### config.mk
export PLATFORM = sky130hd
export DESIGN_NAME = battle_input_arbiter
export DESIGN_NICKNAME = d
export VERILOG_FILES = /design/src/rtl/battle_pkg.sv /design/src/rtl/battle_input_arbiter_hold_counter.sv /design/src/rtl/battle_input_arbiter.sv
export SDC_FILE = /design/constraint.sdc
export NUM_CORES = 1
export LEC_CHECK = 0
export BUFFER_PORTS_ARGS = -buffer_cell sky130_fd_sc_hd__buf_4
export CAP_MARGIN = 25
export CORE_ASPECT_RATIO = 0.75
export CORE_UTILIZATION = 39
export DETAILED_ROUTE_END_ITERATION = 10
export MAX_ROUTING_LAYER = met4
export SKIP_LAST_GASP = 1
export SYNTH_ARGS = -nofsm -noshare
export SYNTH_HDL_FRONTEND = slang
export SYNTH_SLANG_ARGS = --single-unit
### constraint.sdc
create_clock -name clk -period 2.12 [get_ports clk]
set_clock_uncertainty 0.05 [all_clocks]
set_input_delay 0.424 -clock clk [delete_from_list [all_inputs] [get_ports clk]]
set_output_delay 0.424 -clock clk [all_outputs]
set_load 0.03 [all_outputs]
### src/rtl/battle_pkg.sv
`default_nettype none
// ============================================================================
// Module   : battle_pkg
// Brief    : Shared state encoding, player ids and defaults for the battle
//            input arbiter.
// Revision : 1.0
// ============================================================================
package battle_pkg;

    typedef logic [1:0] state_t;

    localparam state_t ST_IDLE     = 2'd0;
    localparam state_t ST_HOLD     = 2'd1;
    localparam state_t ST_WAIT_ACK = 2'd2;
    localparam state_t ST_REL      = 2'd3;

    localparam logic PLAYER_1 = 1'b0;
    localparam logic PLAYER_2 = 1'b1;

    localparam int unsigned DEFAULT_EXTEND_RATE = 32'h0000_00FF;

endpackage
`default_nettype wire

### src/rtl/battle_input_arbiter_hold_counter.sv
`default_nettype none
// ============================================================================
// Module   : arb_hold_counter
// Brief    : Hold-time counter with clear/enable that saturates at EXTEND_RATE.
// Revision : 1.0
// ============================================================================
module arb_hold_counter #(
    parameter int unsigned CNT_W       = 8,
    parameter int unsigned EXTEND_RATE = 255
) (
    input  logic             clk,
    input  logic             rst_n,
    input  logic             clear,
    input  logic             en,
    output logic [CNT_W-1:0] count,
    output logic             done
);

    localparam logic [CNT_W-1:0] C_LIMIT = CNT_W'(EXTEND_RATE);

    logic [CNT_W-1:0] count_q;
    logic [CNT_W-1:0] count_d;

    assign done  = (count_q == C_LIMIT);
    assign count = count_q;

    always_comb begin
        count_d = count_q;
        if (clear) begin
            count_d = '0;
        end else if (en && !done) begin
            count_d = count_q + CNT_W'(1);
        end
    end

    always_ff @(posedge clk or negedge rst_n) begin
        if (!rst_n) begin
            count_q <= '0;
        end else begin
            count_q <= count_d;
        end
    end

endmodule
`default_nettype wire

### src/rtl/battle_input_arbiter.sv
`default_nettype none
// ============================================================================
// Module   : battle_input_arbiter
// Brief    : Round-robin grant of the shared extended-button channel between
//            two players, with hold timing and a valid/ack command handshake.
// Revision : 1.0
// ============================================================================
module battle_input_arbiter
    import battle_pkg::*;
#(
    parameter int unsigned BTN_W       = 6,
    parameter int unsigned CNT_W       = 8,
    parameter int unsigned EXTEND_RATE = DEFAULT_EXTEND_RATE
) (
    input  logic             clk,
    input  logic             reset,
    input  logic [BTN_W-1:0] p1_btn,
    input  logic [BTN_W-1:0] p2_btn,
    input  logic             p1_en,
    input  logic             p2_en,
    input  logic             abort,
    input  logic             cmd_ack,
    output logic [BTN_W-1:0] ext_btn,
    output logic             ext_active,
    output logic [CNT_W-1:0] hold_count,
    output logic             cmd_valid,
    output logic             cmd_player
);

    state_t           state_q, state_d;
    logic [BTN_W-1:0] ext_btn_q, ext_btn_d;
    logic             player_q, player_d;
    logic             last_grant_q, last_grant_d;

    logic             w_p1_req;
    logic             w_p2_req;
    logic             w_winner;
    logic [BTN_W-1:0] w_win_vec;
    logic [BTN_W-1:0] w_win_onehot;
    logic [BTN_W-1:0] w_granted_vec;
    logic             w_release;
    logic             w_cnt_clear;
    logic             w_cnt_en;
    logic             w_cnt_done;

    assign w_p1_req = p1_en && (p1_btn != '0);
    assign w_p2_req = p2_en && (p2_btn != '0);

    // On a tie the player who did not hold the channel last time wins.
    assign w_winner     = (w_p1_req && w_p2_req) ? ~last_grant_q
                        : (w_p2_req ? PLAYER_2 : PLAYER_1);
    assign w_win_vec    = (w_winner == PLAYER_2) ? p2_btn : p1_btn;
    assign w_win_onehot = w_win_vec & (~w_win_vec + BTN_W'(1));

    assign w_granted_vec = (player_q == PLAYER_2) ? p2_btn : p1_btn;
    assign w_release     = (state_q == ST_REL) && (w_granted_vec == '0);

    always_ff @(posedge clk or negedge reset) begin
        if (!reset) begin
            state_q <= ST_IDLE;
        end else begin
            state_q <= state_d;
        end
    end

    always_comb begin
        state_d      = state_q;
        ext_btn_d    = ext_btn_q;
        player_d     = player_q;
        last_grant_d = last_grant_q;
        case (state_q)
            ST_IDLE: begin
                if (!abort && (w_p1_req || w_p2_req)) begin
                    state_d   = ST_HOLD;
                    player_d  = w_winner;
                    ext_btn_d = w_win_onehot;
                end
            end
            ST_HOLD: begin
                if (w_cnt_done) begin
                    state_d = ST_WAIT_ACK;
                end
            end
            ST_WAIT_ACK: begin
                if (cmd_ack) begin
                    state_d = ST_REL;
                end
            end
            default: begin
                state_d = state_q;
            end
        endcase
        // Abort and release share one exit path and outrank any ack.
        if ((state_q != ST_IDLE) && (abort || w_release)) begin
            state_d      = ST_IDLE;
            ext_btn_d    = '0;
            player_d     = PLAYER_1;
            last_grant_d = player_q;
        end
    end

    always_comb begin
        ext_active  = (state_q == ST_HOLD);
        cmd_valid   = (state_q == ST_WAIT_ACK);
        w_cnt_en    = (state_q == ST_HOLD);
        w_cnt_clear = (state_d == ST_IDLE);
    end

    always_ff @(posedge clk or negedge reset) begin
        if (!reset) begin
            ext_btn_q    <= '0;
            player_q     <= PLAYER_1;
            last_grant_q <= PLAYER_2;
        end else begin
            ext_btn_q    <= ext_btn_d;
            player_q     <= player_d;
            last_grant_q <= last_grant_d;
        end
    end

    arb_hold_counter #(
        .CNT_W       (CNT_W),
        .EXTEND_RATE (EXTEND_RATE)
    ) u_hold_counter (
        .clk   (clk),
        .rst_n (reset),
        .clear (w_cnt_clear),
        .en    (w_cnt_en),
        .count (hold_count),
        .done  (w_cnt_done)
    );

    assign ext_btn    = ext_btn_q;
    assign cmd_player = player_q;

endmodule
`default_nettype wire

==> Yosys cells after proc, flatten, opt, wreduce, memory -nomap -nowiden <==
Cells that the tools add are included.
{ "op_classes": {"bitwise_logic": 3, "n_addsub": 2, "n_eq_ne": 4, "n_mux": 17, "reduce_logical": 21} }
{ "ops": {"columns": ["operator", "count"], "rows": [
  ["two-way mux 6 bit", 5],
  ["two-way mux 8 bit", 2],
  ["nonzero test 6 bit", 2],
  ["adder 8 x 1 -> 8 bit, second input constant", 1],
  ["equality test 8 bit, second input constant", 1],
  ["two-way mux 2 bit", 4],
  ["nonzero test 2 bit", 4],
  ["logical AND 1 bit", 7],
  ["adder 6 x 1 -> 6 bit, second input constant", 1],
  ["AND 6 bit", 1],
  ["logical NOT 6 bit", 1],
  ["inverter 6 bit", 1],
  ["case mux 2 bit (3 select lines)", 1],
  ["two-way mux 1 bit", 5],
  ["equality test 2 bit, second input constant", 2],
  ["logical NOT 2 bit", 2],
  ["equality test 2 x 1 -> 1 bit, second input constant", 1],
  ["logical NOT 1 bit", 2],
  ["logical OR 1 bit", 2],
  ["AND reduction 2 bit", 1],
  ["inverter 1 bit", 1]
]} }
{ "totals": {"in_bits": 18, "regBits": 18, "output_inout_bits": 17} }

==> Depth between registers and ports, before layout <==
Gate-level depths: netlist of the first run.
{ "logic_depth": {"word_depth": 11, "ltp_mapped": 6, "ltp_nobuf": 6} }

==> Cells and area by module <==
From an unflattened synthesis of the first run, not the netlist that was laid out.
{ "unflattened": {"hier_cells": 111, "hier_area_um2": 1118.6} }
{ "by_module_without_submodules": {"columns": ["mod", "seq_area_each_um2", "area_per_inst_um2", "n_inst", "cells_each"], "rows": [
  ["battle_input_arbiter", 251.5, 649.4, 1, 64],
  ["arb_hold_counter", 200.2, 469.2, 1, 47]
]} }

==> Least setup slack after synthesis of the first run <==
OpenSTA, ideal clock, no wires.
{ "synth_path": {"path_type": "reg-to-reg", "from": "reg u_hold_counter.count_q[0] (netlist: u_hold_counter.count[0])", "to": "reg u_hold_counter.count_q[3] (netlist: u_hold_counter.count[3])", "setup_time_ps": 125, "path_slack_ps": 271, "synth_period_minus_slack_ps": 1849, "path_stages_with_launch": 7, "t_arrival_ps": 1675, "path_buffers": 0, "path_cell_list": "dfrtp_1 > ha_1 > and4_1 > a21boi_1 > nand4_1 > xor2_1 > nor2_1"} }
{ "synth_via": {"elab_chain_len": 6, "word_cells_on_any_way": 11, "classes_between": "add/sub (1); eq/ne (1); mux (5); reduce/logical (4)"} }
{ "synth_rtl": {"columns": ["element", "line", "source"], "rows": [
  ["start, declared", "battle_input_arbiter_hold_counter.sv:21", "logic [CNT_W-1:0] count_q;"],
  ["start signal, assigned", "battle_input_arbiter_hold_counter.sv:40", "count_q <= count_d;"],
  ["equality test 8 bit", "battle_input_arbiter_hold_counter.sv:24", "assign done = (count_q == C_LIMIT);"],
  ["two-way mux 2 bit", "battle_input_arbiter.sv:80", "if (w_cnt_done) begin"],
  ["case mux 2 bit (3 select lines)", "battle_input_arbiter.sv:71", "case (state_q)"],
  ["two-way mux 2 bit", "battle_input_arbiter.sv:94", "if ((state_q != ST_IDLE) && (abort || w_release)) begin"],
  ["logical NOT 2 bit", "battle_input_arbiter.sv:106", "w_cnt_clear = (state_d == ST_IDLE);"],
  ["two-way mux 8 bit / nonzero test 2 bit (equally long branches)", null, null]
]} }
Parallel ways exist; a longest one is shown, timed or not. The select of a mux whose other input is x is not followed.
A chain may end at the register's enable or synchronous reset.

==> Worst setup path after layout of the first run <==
{ "layout_path": {"from": "reg u_hold_counter.count_q[0] (netlist: u_hold_counter.count[0])", "to": "reg u_hold_counter.count_q[4] (netlist: u_hold_counter.count[4])"} }
Same word-level chain as after synthesis.

==> flow_metrics.env, run 1 <==
export IMPL_syn_inst=114
export IMPL_cts_max_level=1
export IMPL_vias_per_cell=5.32
export IMPL_fin_crit_ps=1860
export IMPL_die_area_mm2=0.00298
export IMPL_place_gp_congestion=0.801
export IMPL_syn_avg_cell_area_um2=9.44
export IMPL_slew_headroom=0.707
export IMPL_hpwl_um=1900
export IMPL_fin_tns_setup_ps=0
export IMPL_ys_seq_area_frac=0.420
export IMPL_fmax_ghz=0.538
export IMPL_initial_core_util=0.410
export IMPL_slew_violations=0
export IMPL_synth_top_cell_area_share=0.395
export IMPL_ir_drop_uv=496
export IMPL_synth_common_cells="dfrtp_1, nor2_1, nand2_1"
export IMPL_stdcell_count=187
export IMPL_cp_max_fo=5
export IMPL_worst_slack_ps=262
export IMPL_cts_root_buf="clkbuf_8"
export IMPL_design_core_area_mm2=0.00262
export IMPL_ant_nets=0
export IMPL_crit_path_max_incr_delay_ps=430
export IMPL_postCtsSetupBuffers=0
export IMPL_fin_crit_sh=0.876
export IMPL_grt_usage=0.162
export IMPL_port_buffers=34
export IMPL_synth_area_leaders="dfrtp_1, nor2_1, nand2_1"
export IMPL_grt_pass1_vias=732
export IMPL_cts_resized=0
export IMPL_synth_warnings=0
export IMPL_crit_buf_inv=0
export IMPL_rsz0062_at_grt="false"
export IMPL_cp_required_ps=2200
export IMPL_final_area_mm2=0.00142
export IMPL_diodes=0
export IMPL_synthFlopType="dfrtp_1"
export IMPL_p_total_uw=1230
export IMPL_min_path_type="in -> reg"
export IMPL_pin_count=35
export IMPL_die_height_um=47.5
export IMPL_synth_edf_count=0
export IMPL_critPathKind="reg -> reg"
export IMPL_die_x_um=62.7
export IMPL_vias=994
export IMPL_leakage_uw=0.000659
export IMPL_cap_viol_max_count=0
export IMPL_placed_cells=182
export IMPL_synthArstFlopShare=1.00
export IMPL_antenna_found_initial=0
export IMPL_finalHoldViolations=0
export IMPL_powerDensity_mw_per_mm2=868
export IMPL_setup_viol=0
export IMPL_clock_latency_ps=250
export IMPL_netlist_area_mm2=0.00108
export IMPL_clkSinkCount=18
export IMPL_worstMarginPinSlew_ps=439
export IMPL_drtIter0Drc=62
export IMPL_status="completed"
export IMPL_start_kind="flip-flop"
export IMPL_grt_pass1_wl_um=3440
export IMPL_synthesis_nets=133
export IMPL_pre_cts_ws_ps=140
export IMPL_critPathTopFamily="simple AND/OR/NAND/NOR gates"
export IMPL_numCtsBuffers=3
export IMPL_area_delta_synth_final_pct=32.1
export IMPL_drive_above_1_share=0.318
export IMPL_cp_cell_sequence="ha_1 -> and4_1 -> a21boi_1 -> nand4_1 -> xor2_1 -> nor2_1"
export IMPL_gr_total_overflow=0
export IMPL_final_nets=171
export IMPL_cts_tree="yes"
export IMPL_cts_clk_slew_worst_paths_ps=70
export IMPL_synth_largest_area_cell="dfrtp_1"
export IMPL_row_count=16
export IMPL_wl_per_cell_um=12.7
export IMPL_drc=0
export IMPL_yosys_register_bits=18
export IMPL_worst_path_max_delay_cell="dfrtp_1"
export IMPL_wirelength_um=2370
export IMPL_yosysMostFrequentCell="dfrtp_1"
export IMPL_arrival_ps=1930
export IMPL_dr_pass1_iters=4
export IMPL_worst_setup_path_end_kind="flip-flop"
export IMPL_cts_buffer_depth=2
export IMPL_synth_distinct_cells=41
export IMPL_dpl_cell_area_mm2=0.00136
export IMPL_grt_max_degree=19
==> cell type report <==
cell class | instances | area, um^2
Fill cell | 259 | 1200
Timing Repair Buffer | 36 | 273
Tap cell | 36 | 45.0
Sequential cell | 18 | 452
Multi-Input combinational cell | 88 | 578
Inverter | 5 | 18.8
Clock buffer | 4 | 55.1
==> logic make-up after synthesis <==
kind of cell,count (synthesis),synth area share
flip-flops,18,0.420
adder cells (fa/ha/maj),1,0.0116
buffers and inverters,8,0.0430
XOR/XNOR,6,0.0488
AO/OA/AOI/OAI,28,0.193
multiplexers,2,0.0233
AND/OR/NAND/NOR,51,0.260
==> state kept, by name, indices dropped and copies added (netlist names) <==
| name | count |
|---|---|
| u_hold_counter.count | 8 |
| ext_btn | 6 |
| state_q | 2 |
| cmd_player | 1 |
| last_grant_q | 1 |
==> report_power, final <==
part | internal, uW | switching, uW | leakage [uW]
registers | 407 | 66.4 | 0.000242
logic | 203 | 287 | 0.000388
clock network | 165 | 106 | 0.0000288
total | 774 | 460 | 0.000659
==> cells in the final DEF, fill, tap and decap left out, drive strengths merged, types with 2 or more instances in the layout <==
cell / instances
xor2: 3
nor4: 2
a31oi: 3
o22ai: 7
nor2: 15
o21ai: 2
a21o: 2
xnor2: 3
nor3: 5
nand2: 13
dfrtp: 17
a32oi: 2
nand4: 4
a21oi: 5
and3: 2
a21boi: 3
clkbuf: 4
inv: 5
buf: 35
==> final timing paths <==
check                                                         start                                  end  slack (ps)  depth (start not counted)
worst max register to register  u_hold_counter.count[0]$_DFFE_PN0P_  u_hold_counter.count[4]$_DFFE_PN0P_         260                          6
worst max-delay path            u_hold_counter.count[0]$_DFFE_PN0P_  u_hold_counter.count[4]$_DFFE_PN0P_         260                          6
worst min register to register               ext_btn[5]$_DFFE_PN0P_               ext_btn[5]$_DFFE_PN0P_         500                          2
min in group asynchronous                                     reset  u_hold_counter.count[6]$_DFFE_PN0P_         520                          2
max in group asynchronous                                     reset             last_grant_q$_DFFE_PN1N_        1250                          2
worst min-delay path                                          abort                 state_q[1]$_DFF_PN0_         310                          2
==> layer usage <==
layer	vias up	global-route usage	wire [um]
met1	475	0.242	1290
met4	0	0.0279	4
met2	24	0.207	987
li1	493	-	-
met5	-	-	0
met3	2	0.0524	86
==> timing repair <==
action | 4_1_cts | 5_1_grt
endpoints found under the hold margin | 17 | 0
hold buffers | 1 | 0
setup endpoints to repair | 0 | 0
==> stage by stage <==
step / utilization / hold WS, ps
detailed placement: 0.517 / 254
CTS: 0.542 / 303
floorplan: - / 78.4
global route: 0.542 / 311
finish: 0.542 / 312
global placement: 0.517 / 252
No activity file was read; power rests on OpenSTA's default activity.
==> inputs of run 2 (changes only) <==
--- a/config.mk
+++ b/config.mk
@@ -7,10 +7,13 @@
 export LEC_CHECK = 0
 export BUFFER_PORTS_ARGS = -buffer_cell sky130_fd_sc_hd__buf_4
 export CAP_MARGIN = 25
+export CELL_PAD_IN_SITES_DETAIL_PLACEMENT = 1
+export CELL_PAD_IN_SITES_GLOBAL_PLACEMENT = 1
 export CORE_ASPECT_RATIO = 0.75
-export CORE_UTILIZATION = 39
+export CORE_UTILIZATION = 36
 export DETAILED_ROUTE_END_ITERATION = 10
 export MAX_ROUTING_LAYER = met4
+export PLACE_DENSITY_LB_ADDON = 0.1
 export SKIP_LAST_GASP = 1
 export SYNTH_ARGS = -nofsm -noshare
 export SYNTH_HDL_FRONTEND = slang
==> run 2 against run 1 <==
Effect of this change:
- non-clock buffer count grew 1
- total power grew 3.2%
- final cell count increased by 0.53%
- flip-flop and latch count did not move
- first-iteration DRC count grew 4.8%
- sequential power rose by 0.8%
- via count up 2.9%
- worst setup slack worse by 97 ps
- global-route usage grew 5.4 points
- maximum frequency fell by 4.9%
- hold slack got worse by 12 ps
- utilization down 1.7 points
==> flow_metrics.env, run 2 (synthesis results as in run 1) <==
export IMPL_postCtsSetupBuffers=0
export IMPL_die_x_um=65.1
export IMPL_r2r_end="u_hold_counter.count[4]$_DFFE_PN0P_"
export IMPL_cp_required_ps=2210
export IMPL_min_from="abort"
export IMPL_hold_buffers=1
export IMPL_rrSetupSlack_ps=170
export IMPL_cap_viol_max_count=0
export IMPL_powerDensity_mw_per_mm2=891
export IMPL_port_buffers=34
export IMPL_r2r_start="u_hold_counter.count[0]$_DFFE_PN0P_"
export IMPL_ir_drop_uv=449
export IMPL_hpwl_um=2350
export IMPL_status="completed"
export IMPL_setup_viol=0
export IMPL_hold_depth=2
export IMPL_largest_register_ffs=8
export IMPL_antenna_found_initial=0
export IMPL_arrival_ps=2040
export IMPL_worst_r2r_path_depth=6
export IMPL_grt_usage=0.215
export IMPL_critPathTopFamily="flip-flops"
export IMPL_final_nets=172
export IMPL_clkSinkCount=18
export IMPL_design_core_area_mm2=0.00272
export IMPL_grt_max_degree=19
export IMPL_fmax_ghz=0.512
export IMPL_fin_crit_sh=0.922
export IMPL_pre_cts_ws_ps=146
export IMPL_worstHoldEndpoint="state_q[1]$_DFF_PN0_"
export IMPL_crit_buf_inv=0
export IMPL_critPathKind="reg -> reg"
export IMPL_vias=1023
export IMPL_layout_commonest_cell="buf_4"
export IMPL_slew_headroom=0.679
export IMPL_drc=0
export IMPL_numCtsBuffers=3
export IMPL_die_height_um=49.3
export IMPL_grt_pass1_vias=1034
export IMPL_place_gp_congestion=0.828
export IMPL_pin_count=35
export IMPL_leakage_uw=0.000664
export IMPL_drtIter0Drc=65
export IMPL_initial_core_util=0.395
export IMPL_start_kind="flip-flop"
export IMPL_gr_total_overflow=0
export IMPL_slew_violations=0
export IMPL_rsz0062_at_grt="false"
export IMPL_mostFrequentLayoutCells="buf_4, dfrtp_1, nor2_1, nand2_1, o22ai_1"
export IMPL_fin_crit_ps=1950
export IMPL_cts_resized=0
export IMPL_worst_setup_path_end_kind="flip-flop"
export IMPL_cts_tree="yes"
export IMPL_min_path_type="in -> reg"
export IMPL_worstMarginPinSlew_ps=480
export IMPL_worst_path_max_delay_cell="dfrtp_1"
export IMPL_ant_nets=0
export IMPL_grt_pass1_wl_um=5030
export IMPL_area_delta_synth_final_pct=32.8
export IMPL_cp_cell_sequence="ha_1 -> and4_1 -> a21boi_1 -> nand4_1 -> xor2_1 -> nor2_1"
export IMPL_cp_max_fo=5
export IMPL_finalHoldViolations=0
export IMPL_clock_latency_ps=250
export IMPL_vias_per_cell=5.44
export IMPL_drive_above_1_share=0.322
export IMPL_crit_path_max_incr_delay_ps=450
export IMPL_die_area_mm2=0.00321
export IMPL_dr_pass1_iters=4
export IMPL_diodes=0
export IMPL_row_count=16
export IMPL_worst_slack_ps=165
export IMPL_wl_per_cell_um=16.0
export IMPL_cts_buffer_depth=2
export IMPL_wirelength_um=3010
export IMPL_cts_root_buf="clkbuf_8"
export IMPL_cts_clk_slew_worst_paths_ps=70
export IMPL_cts_max_level=1
export IMPL_fin_tns_setup_ps=0
==> run 2: cell count changes in the layout (fill, tap and decap cells not counted) <==
cell / delta
buf_4: +1
==> run 2: area by class of cell <==
cell class	instances	area [um^2]
inverters	5	18.8
repair buffers	37	280
multi-input cells	88	578
flip-flops and latches	18	452
clock buffers	4	55.1
well taps	36	45.0
fillers	335	1290
==> run 2: worst max-delay path by stage <==
stage | startpoint | to | depth (start not counted)
2_1_floorplan | u_hold_counter.count[0]$_DFFE_PN0P_ | u_hold_counter.count[3]$_DFFE_PN0P_ | 6
3_3_place_gp | p1_btn[0] | ext_btn[1]$_DFFE_PN0P_ | 7
3_5_place_dp | p1_btn[0] | u_hold_counter.count[5]$_DFFE_PN0P_ | 6
4_1_cts | u_hold_counter.count[0]$_DFFE_PN0P_ | u_hold_counter.count[4]$_DFFE_PN0P_ | 6
5_1_grt | u_hold_counter.count[0]$_DFFE_PN0P_ | u_hold_counter.count[2]$_DFFE_PN0P_ | 6
6_report | u_hold_counter.count[0]$_DFFE_PN0P_ | u_hold_counter.count[4]$_DFFE_PN0P_ | 6
==> run 2: power breakdown <==
group	internal (uW)	switching, uW
clock	165	117
combinational	211	302
sequential	407	70.8
total	783	491
==> run 2: layer usage <==
layer	wire length, um	part of all wire	track usage	vias to the layer above
met5	0	0	-	-
met4	23	0.0076	0.0435	0
met3	159	0.053	0.0421	5
met2	1400	0.46	0.340	29
met1	1430	0.47	0.287	499
li1	-	-	-	490
==> run 2: worst reg2reg max path, stage by stage (launching register included) <==
cell and delay (ps):
dfrtp_1 450, ha_1 290, and4_1 230, a21boi_1 420
nand4_1 170, xor2_1 180, nor2_1 60
==> run 2: metrics by stage <==
step	cell area [um^2]	util	total power, uW	hold WS, ps	instances
global placement	1360	0.501	972	255	183
detailed placement	1360	0.501	994	261	183
finish	1430	0.525	1270	300	188
floorplan	1080	-	810	78.4	114
global route	1430	0.525	1350	304	188
CTS	1430	0.525	1290	297	188
